<file path="src/rtl/mul_arb_pkg.sv">
// Shared types and the round-robin pick function for the multiplier-sharing arbiter.
package mul_arb_pkg;

  typedef enum logic [1:0] {IDLE, CALC, RESP} state_t;

  localparam int DEF_DATA_W  = 32;
  localparam int DEF_NUM_REQ = 4;
  localparam int MAX_REQ     = 32;
  localparam int PICK_W      = 5;
  localparam int PICK_N_W    = 6;

  typedef struct packed {
    logic              found;
    logic [PICK_W-1:0] idx;
  } pick_t;

  // First set bit of valid, searching last+1, last+2, ... modulo n (n <= MAX_REQ).
  function automatic pick_t rr_pick(input logic [MAX_REQ-1:0]  valid,
                                    input logic [PICK_W-1:0]   last,
                                    input logic [PICK_N_W-1:0] n);
    pick_t               r;
    logic [PICK_N_W-1:0] cand;
    r    = '0;
    cand = '0;
    for (int k = 1; k <= MAX_REQ; k++) begin
      cand = PICK_N_W'(last) + PICK_N_W'(k);
      if (cand >= n) cand = cand - n;
      if (!r.found && (PICK_N_W'(k) <= n) && valid[cand[PICK_W-1:0]]) begin
        r.found = 1'b1;
        r.idx   = cand[PICK_W-1:0];
      end
    end
    return r;
  endfunction

endpackage

</file>
<file path="src/rtl/signed_mul_core.sv">
// Purely combinational full-width signed multiplier.
module signed_mul_core #(
  parameter int DATA_W = 32
) (
  input  logic signed [DATA_W-1:0]   i_a,
  input  logic signed [DATA_W-1:0]   i_b,
  output logic signed [2*DATA_W-1:0] o_product
);

  assign o_product = i_a * i_b;

endmodule

</file>
<file path="src/rtl/mul_share_arbiter.sv">
// Round-robin arbiter sharing one signed multiplier among NUM_REQ valid/ready requesters,
// with a multicycle settle before the registered product is handed back.
module mul_share_arbiter
  import mul_arb_pkg::*;
#(
  parameter int NUM_REQ     = DEF_NUM_REQ,
  parameter int DATA_W      = DEF_DATA_W,
  parameter int CALC_CYCLES = 2
) (
  input  logic                        clk,
  input  logic                        rst_n,
  input  logic [NUM_REQ-1:0]          req_valid,
  output logic [NUM_REQ-1:0]          req_ready,
  input  logic [NUM_REQ*DATA_W-1:0]   req_a,
  input  logic [NUM_REQ*DATA_W-1:0]   req_b,
  output logic [NUM_REQ-1:0]          resp_valid,
  input  logic [NUM_REQ-1:0]          resp_ready,
  output logic [2*DATA_W-1:0]         resp_product,
  output logic                        busy,
  output logic [$clog2(NUM_REQ)-1:0]  grant_id
);

  localparam int GW = $clog2(NUM_REQ);
  localparam int CW = (CALC_CYCLES > 1) ? $clog2(CALC_CYCLES) : 1;

  state_t              r_state;
  state_t              w_next_state;
  logic [GW-1:0]       r_last_grant;
  logic [GW-1:0]       r_grant_id;
  logic [DATA_W-1:0]   r_a;
  logic [DATA_W-1:0]   r_b;
  logic [CW-1:0]       r_cnt;
  logic [2*DATA_W-1:0] r_product;
  logic [2*DATA_W-1:0] w_product;
  pick_t               w_pick;
  logic [GW-1:0]       w_pick_id;
  logic                w_unused_pick;
  logic                w_accept;
  logic                w_calc_done;
  logic                w_resp_take;

  assign w_pick        = rr_pick(MAX_REQ'(req_valid), PICK_W'(r_last_grant), PICK_N_W'(NUM_REQ));
  assign w_pick_id     = GW'(w_pick.idx);
  assign w_unused_pick = ^w_pick.idx;

  assign w_accept    = (r_state == IDLE) && w_pick.found;
  assign w_calc_done = (r_state == CALC) && (r_cnt == '0);
  assign w_resp_take = (r_state == RESP) && resp_ready[r_grant_id];

  signed_mul_core #(.DATA_W(DATA_W)) u_mul (
    .i_a       (r_a),
    .i_b       (r_b),
    .o_product (w_product)
  );

  always_ff @(posedge clk or negedge rst_n) begin
    if (!rst_n) r_state <= IDLE;
    else        r_state <= w_next_state;
  end

  always_comb begin
    w_next_state = r_state;
    case (r_state)
      IDLE:    if (w_accept)    w_next_state = CALC;
      CALC:    if (w_calc_done) w_next_state = RESP;
      RESP:    if (w_resp_take) w_next_state = IDLE;
      default: w_next_state = IDLE;
    endcase
  end

  always_comb begin
    req_ready  = '0;
    resp_valid = '0;
    if (w_accept) req_ready[w_pick_id] = 1'b1;
    if (r_state == RESP) resp_valid[r_grant_id] = 1'b1;
    busy = (r_state != IDLE);
  end

  // Operands stay frozen from accept until capture so the multiplier path has CALC_CYCLES to settle.
  always_ff @(posedge clk or negedge rst_n) begin
    if (!rst_n) begin
      r_last_grant <= GW'(NUM_REQ - 1);
      r_grant_id   <= '0;
      r_a          <= '0;
      r_b          <= '0;
      r_cnt        <= '0;
      r_product    <= '0;
    end else begin
      if (w_accept) begin
        r_a        <= req_a[w_pick_id*DATA_W +: DATA_W];
        r_b        <= req_b[w_pick_id*DATA_W +: DATA_W];
        r_grant_id <= w_pick_id;
        r_cnt      <= CW'(CALC_CYCLES - 1);
      end
      if (r_state == CALC) begin
        if (w_calc_done) r_product <= w_product;
        else             r_cnt     <= r_cnt - 1'b1;
      end
      if (w_resp_take) r_last_grant <= r_grant_id;
    end
  end

  assign resp_product = r_product;
  assign grant_id     = r_grant_id;

endmodule

</file>
<file path="config.mk">
export PLATFORM = sky130hd
export DESIGN_NAME = mul_share_arbiter
export DESIGN_NICKNAME = d
export VERILOG_FILES = /design/src/rtl/mul_arb_pkg.sv /design/src/rtl/signed_mul_core.sv /design/src/rtl/mul_share_arbiter.sv
export SDC_FILE = /design/constraint.sdc
export NUM_CORES = 2
export LEC_CHECK = 0
export CAP_MARGIN = 20
export CORE_AREA = 2 2 281 283
export DETAILED_ROUTE_END_ITERATION = 8
export DIE_AREA = 0 0 283 285
export GPL_TIMING_DRIVEN = 0
export PLACE_DENSITY = 0.86
export SETUP_SLACK_MARGIN = 0.2
export SLEW_MARGIN = 20
export SYNTH_ARGS = -nofsm -noshare
export SYNTH_HDL_FRONTEND = slang
export SYNTH_SLANG_ARGS = --single-unit
</file>
<file path="constraint.sdc">
create_clock -name clk -period 8.2 [get_ports clk]
set_input_delay 1.64 -clock clk [delete_from_list [all_inputs] [get_ports clk]]
set_output_delay 1.64 -clock clk [all_outputs]
set_load 0.02 [all_outputs]
</file>
# Yosys cells after proc, flatten, opt, wreduce, memory -nomap -nowiden
# Index checks and enable logic that the tools add are counted.
classes:
  n_addsub: 9
  n_mul: 1
  div_mod_pow: 0
  magnitude_cmp: 12
  n_eq_ne: 5
  shift: 2
  mux: 31
  bitwise: 1
  reduce_logical: 15
ops:
  columns: ["op", "n"]
  rows:
  - ["$shiftx A128 B8 Y32", 2]
  - ["$mul A32 B32 Y64", 1]
  - ["$lt A5 B6 Y1 const B", 4]
  - ["$mux W6", 4]
  - ["$bmux W1 S5", 4]
  - ["$mux W5", 4]
  - ["$sub A3 B3 Y4 const B", 3]
  - ["$mux W1", 10]
  - ["$ge A3 B3 Y1 const B", 3]
  - ["$logic_and A1 B1 Y1", 8]
  - ["$mux W4", 2]
  - ["$add A2 B2 Y3 const B", 2]
  - ["$lt A2 B3 Y1 const B", 2]
  - ["$mux W2", 3]
  - ["$ne A2 B2 Y1 const B", 3]
  - ["$pmux W2 S3", 1]
  - ["$sub A4 B3 Y5 const B", 1]
  - ["$add A2 B3 Y4 const B", 1]
  - ["$demux W1 S2", 2]
  - ["$ge A2 B1 Y1 const B", 2]
  - ["$ge A4 B3 Y1 const B", 1]
  - ["$add A2 B1 Y3 const B", 1]
  - ["$logic_not A1 Y1", 3]
  - ["$reduce_and A3 Y1", 1]
  - ["8 further kinds", 8]
word_totals:
  regBits: 135
  latchBits: 0
  mem_bits_rw: 0
  mem_bits_ro: 0
  input_bits: 266
  wordCells: 83
  n_memories: 0

# Longest topological paths before layout
depth:
  depth_word: 20
  mapped_depth: 30
  depth_no_buf: 28

# Cells and area by module
# From an unflattened synthesis, not the netlist that was laid out.
hier_totals:
  hier_cells: 4806
  hier_area_um2: 45618.8
modules_own_cells:
  columns: ["module", "instances", "cells_each", "area_each_um2", "seq_area_each_um2"]
  rows:
  - ["signed_mul_core", 1, 3846, 36025.8, 0.0]
  - ["mul_share_arbiter", 1, 960, 9593.0, 3380.7]

# Worst setup path before layout
# OpenSTA, ideal clock, no wires.
synth_path:
  path_type: "register to register"
  from: "reg r_b[2]"
  to: "reg r_product[56], in the netlist resp_product[56]"
  arrival_time_ns: 7.552
  required_time_ns: 8.066
  slack_ns: 0.514
  path_stages_with_launch: 26
  synth_period_minus_slack_ns: 7.686
  path_cell_list: "dfrtp_1 > clkbuf_1 > nand2_1 > inv_1 > fa_1 > fa_1 > fa_1 > fa_1 > inv_1 > fa_1 > inv_1 > fa_1 > fa_1 > inv_1 > fa_1 > inv_1 > ha_1 > clkbuf_1 > a21oi_1 > nor2_1 > or3_1 > o21a_1 > o41ai_2 > o21ai_1 > xnor2_1 > o21ai_0"
synth_via:
  elab_chain_cells: 1
synth_rtl:
  columns: ["item", "line_no", "text"]
  rows:
  - ["start: declaration", "mul_share_arbiter.sv:31", "logic [DATA_W-1:0] r_b;"]
  - ["start signal: assignment", "mul_share_arbiter.sv:91", "r_b <= req_b[w_pick_id*DATA_W +: DATA_W];"]
  - ["$mul A32 B32 Y64", "signed_mul_core.sv:10", "assign o_product = i_a * i_b;"]
  - ["end signal: assignment", "mul_share_arbiter.sv:96", "if (w_calc_done) r_product <= w_product;"]
  - ["end: declaration", "mul_share_arbiter.sv:33", "logic [2*DATA_W-1:0] r_product;"]
# Every way passes these cells.
# A chain may end at the register's enable or synchronous reset.

# Final worst setup path
layout_path:
  from: "reg r_b[2]"
  to: "reg r_product[61], in the netlist resp_product[61]"
# The elaborated chain is that of the path after synthesis.

==> summary by stage <==
Run status
The run finished with clean final reports.

Global routing
The via count of the first global-routing pass is 40.6k. The number of antenna violations at the first check in global routing is 23. Entering global routing, the biggest net connects 70 pins. The global-route wire length before repair is roughly 260000 um. The aggregate global routing overflow is 0. For this run, the total global-route usage over all layers was measured as 0.444.

Final layout
At the end of the flow the core is filled with cells to 0.658. Of the cells placed in the final design, the portion with a size suffix greater than 1 is 0.105. In the final design database the tool counted 6858 nets. In the layout the commonest cells are fa_1, nand2_1, inv_1, and2_1, clkdlybuf4s50_1. The number of standard cells in the final layout excluding fillers is 6403. The filler cell count in the final layout is 6049. The relative area change from synthesis to final layout is 18.9%. The most frequent standard cell in the layout excluding fill and tap cells is fa_1.

Worst setup path
The number of buffer and inverter instances along the worst setup path is 7. For this run, the slowest stage of the critical path takes 0.70 ns. The category of the worst setup path launch point is a flop. The highest fanout seen on the critical path is 10.

The arrival time reported for the critical path endpoint is around 8.5 ns. The number of cells on the worst reg-to-reg path is 25. The slowest library cell on the worst path is fa_2. Across all register-to-register paths, the minimum setup slack is 0.05 ns. The kind of cell with the highest combined delay along the critical path is adder cells. STA classifies the critical path endpoint as a flop. The startpoint of the lowest-slack register-to-register path is r_b[2]$_DFFE_PN0P_. The setup path with the least slack is of type flop to flop.

The required time of the critical path is 8.55 ns. In this run the critical register-to-register path is captured at resp_product[61]$_DFFE_PN0P_.

Clock network
The longest clock path from root to sink contains 2 buffers. The clock tree from TritonCTS is yes. The level count of the clock H-tree is 4. The buffer type at the clock tree root is clkbuf_16. The number of buffers inserted for hold repair after clock tree synthesis is 0. The number of clock buffers added by TritonCTS is 17. The total number of clock tree sinks is around 140. Clock latency on the worst-skew pair, taken at its later pin, is 0.48 ns. The clock-pin slew on the worst setup and hold paths is 0.08 ns.

Synth
The multiplexer share of the synthesized area is 0.00272. The number of distinct library cells after synthesis is 70. The synthesized-area fraction occupied by ao, oa, aoi and oai cells is 0.0527. The share of the Yosys chip area taken by registers is 0.0783. The number of synthesized flops with an enable pin is 0.

The fraction of synthesis flops using an asynchronous set or reset pin is 1.00. The total standard cell area after synthesis is 43200 sq um. In the synthesized netlist the dominant register cell turns out to be dfrtp_1.

In this run, synthesis produced a sequential element count of 135. Of the total synthesized cell area, the portion taken by AND, OR, NAND and NOR gates is 0.187. The number of synthesis warnings is 0. Synthesis produced a netlist with a net count of 6388. Each instance of the synthesized netlist takes up on average 8.90 sq um. Of the total synthesized cell area, the portion taken by full adders, half adders and majority gates is 0.556. Synthesis produced a netlist whose cell count is 4851.

The main combinational cell family by area after synthesis is adder cells. Of the total synthesized cell area, the portion taken by XOR and XNOR cells is 0.0140.

Min path
The worst min-delay path endpoint is resp_product[5]$_DFFE_PN0P_. The classification of the worst-slack hold path is flop to flop. Along the worst hold path, the cell count comes to 2.

The worst hold path begins at resp_product[5]$_DFFE_PN0P_.

Die
The starting density of the core is 0.554. The placeable core region is between 70000 and 80000 sq um. Row generation in the floorplan step produced 103 rows. The top-level port count is 341. The die covers 80700 sq um.

From bottom edge to top edge, the die measures 285 um. From left edge to right edge, the die measures roughly 280 um.

Timing
The relative slew slack is 0.221. The fmax is 123 MHz. In the finished design, the share of the clock period the worst path needs comes to 0.994. At the pin with the least slew margin, the transition time is 1.16 ns.

Once routing completed, OpenROAD measured the worst setup slack at around 0.049 ns. Setup violations remaining at the end of the flow were counted as 0. Setup repair after global routing could not meet its margin everywhere. The post-route minimum period is 8.15 ns. The worst clock skew on the final layout is 0.0211 ns. The max-slew violation count is 0.

The number of hold violations in the final report was 0.

Routing
The first TritonRoute pass finished after 6 iterations. In the final routed layout, each cell accounts on average for 27.6 um. The post-route antenna net violation count is 0. After detailed routing, the number of vias per cell comes to 6.02. The starting DRC count in detailed routing is between 4k and 5k. After detailed routing, the number of remaining DRC violations is 0. The total via count after detailed routing is 38.5k. The overall routed net length is 177000 um.

Placed design
Before CTS, the worst setup slack after placement is -1.59 ns. Routability-driven placement finished with a final weighted congestion of 1.09. In this run the tool buffered the top-level ports with 340 buffer cells. The estimated wirelength of the detail-placed design is 143000 um. The count of placed standard cells including taps is 6242.

Job
Max-cap violations in this run came to 0.
[per-stage QoR]
| stage | area (sq um) | hold WS (ns) | setup TNS, ns |
|---|---|---|---|
| 2_1_floorplan | 43200 | 0.478 | 0 |
| 3_3_place_gp | 47900 | 0.459 | -47.89 |
| 3_5_place_dp | 47900 | 0.467 | -23.18 |
| 4_1_cts | 50100 | 0.484 | 0 |
| 5_1_grt | 51300 | 0.511 | 0 |
| 6_report | 51300 | 0.489 | 0 |
[registers in the layout, summed over array words and instances, names as in the netlist]
register,count
grant_id,2
r_state,2
r_last_grant,2
resp_product,64
r_cnt,1
r_b,32
r_a,32
[cell families (layout without fill, tap and decap cells)]
kind of cell	Yosys count	count (layout)
buffers and inverters	1251	1734
and+or+nand+nor	1723	1723
muxes	10	10
other	0	19
xor gates and xnor gates	69	69
adders and majority gates	1271	1271
AOI/OAI and AO/OA	392	392
DFF	135	135
[worst max path at each step]
stage / startpoint / end / slack [ns] / cells past startpoint
global placement: r_a[31]$_DFFE_PN0P_ / resp_product[63]$_DFFE_PN0P_ / -1.33 / 27
CTS: r_a[5]$_DFFE_PN0P_ / resp_product[53]$_DFFE_PN0P_ / 0.20 / 27
finish: r_b[2]$_DFFE_PN0P_ / resp_product[61]$_DFFE_PN0P_ / 0.05 / 25
floorplan: r_b[2]$_DFFE_PN0P_ / resp_product[56]$_DFFE_PN0P_ / 0.51 / 25
global route: r_b[8]$_DFFE_PN0P_ / resp_product[53]$_DFFE_PN0P_ / 0.04 / 26
detailed placement: r_a[31]$_DFFE_PN0P_ / resp_product[63]$_DFFE_PN0P_ / -1.59 / 27
[cells in the mapped netlist (all sizes together), types with 3 or more instances]
| cell | instances | area [sq um] |
|---|---|---|
| inv | 971 | 3640 |
| o21a | 9 | 68.8 |
| buf | 18 | 86.3 |
| xnor2 | 50 | 438 |
| or3 | 6 | 37.5 |
| or2 | 5 | 31.3 |
| nand2b | 13 | 81.3 |
| and3 | 6 | 38.8 |
| mux2 | 4 | 45.0 |
| a21oi | 72 | 368 |
| o41ai | 5 | 58.8 |
| ha | 189 | 2360 |
| fa | 1082 | 21700 |
| and2 | 516 | 3230 |
| nand2 | 984 | 3690 |
| nand4 | 10 | 62.6 |
| dfrtp | 133 | 3330 |
| o21bai | 15 | 113 |
| o21ai | 227 | 1140 |
| nand3 | 80 | 400 |
| clkbuf | 261 | 980 |
| a22oi | 3 | 22.5 |
| o2111ai | 4 | 35.0 |
| a21o | 15 | 113 |
| nor3 | 16 | 80.1 |
| nor2 | 66 | 248 |
| nor2b | 8 | 50.1 |
| xor2 | 19 | 166 |
| o31ai | 7 | 52.6 |
| nor3b | 4 | 30.0 |
| mux2i | 5 | 50.1 |
| a31oi | 11 | 75.1 |
| o211ai | 3 | 22.5 |
| a211oi | 3 | 22.5 |
[layout make-up]
cell class                      count  area (sq um)  share of cell area
Multi-Input combinational cell   3465         35600               0.694
Timing Repair Buffer              452          4390              0.0856
Inverter                          972          3670              0.0716
Sequential cell                   135          3460              0.0674
Buffer                            278          2180              0.0424
Tap cell                         1050          1310              0.0256
Clock buffer                       17           425             0.00829
Clock inverter                     15           198             0.00385
Antenna cell                       19          47.5            0.000926
[per-layer routing]
metal | vias up | share of wire | track usage
met1 | 19155 | 0.32 | 0.519
li1 | 15166 | - | -
met5 | - | 0.00032 | 0.000581
met4 | 8 | 0.12 | 0.384
met2 | 3131 | 0.43 | 0.655
met3 | 1055 | 0.13 | 0.154
[what timing repair did]
action                                  in CTS  in global routing
setup buffers                               41                 70
resized for setup                          475                260
endpoints found under the setup margin      32                 21
pin swaps                                   24                 75
[worst reg2reg max path, stage by stage, from the launching register on]
cell and delay [ns]:
dfrtp_2 0.50, buf_8 0.19, nand2_2 0.10, inv_2 0.08
fa_2 0.51, fa_1 0.61, fa_2 0.57, fa_2 0.70
clkinvlp_4 0.22, fa_1 0.59, inv_2 0.04, fa_2 0.54
fa_1 0.62, inv_2 0.06, fa_1 0.58, inv_2 0.06
ha_4 0.26, buf_6 0.12, nand4_1 0.22, nor3_2 0.30
o21ai_4 0.14, a21oi_4 0.26, nor3_4 0.07, o41ai_2 0.41
xnor2_1 0.20, o21ai_1 0.09
Power is left out: the tool's default activity adds up to more than one toggle a clock period on the data nets, which glitch-free logic cannot reach.
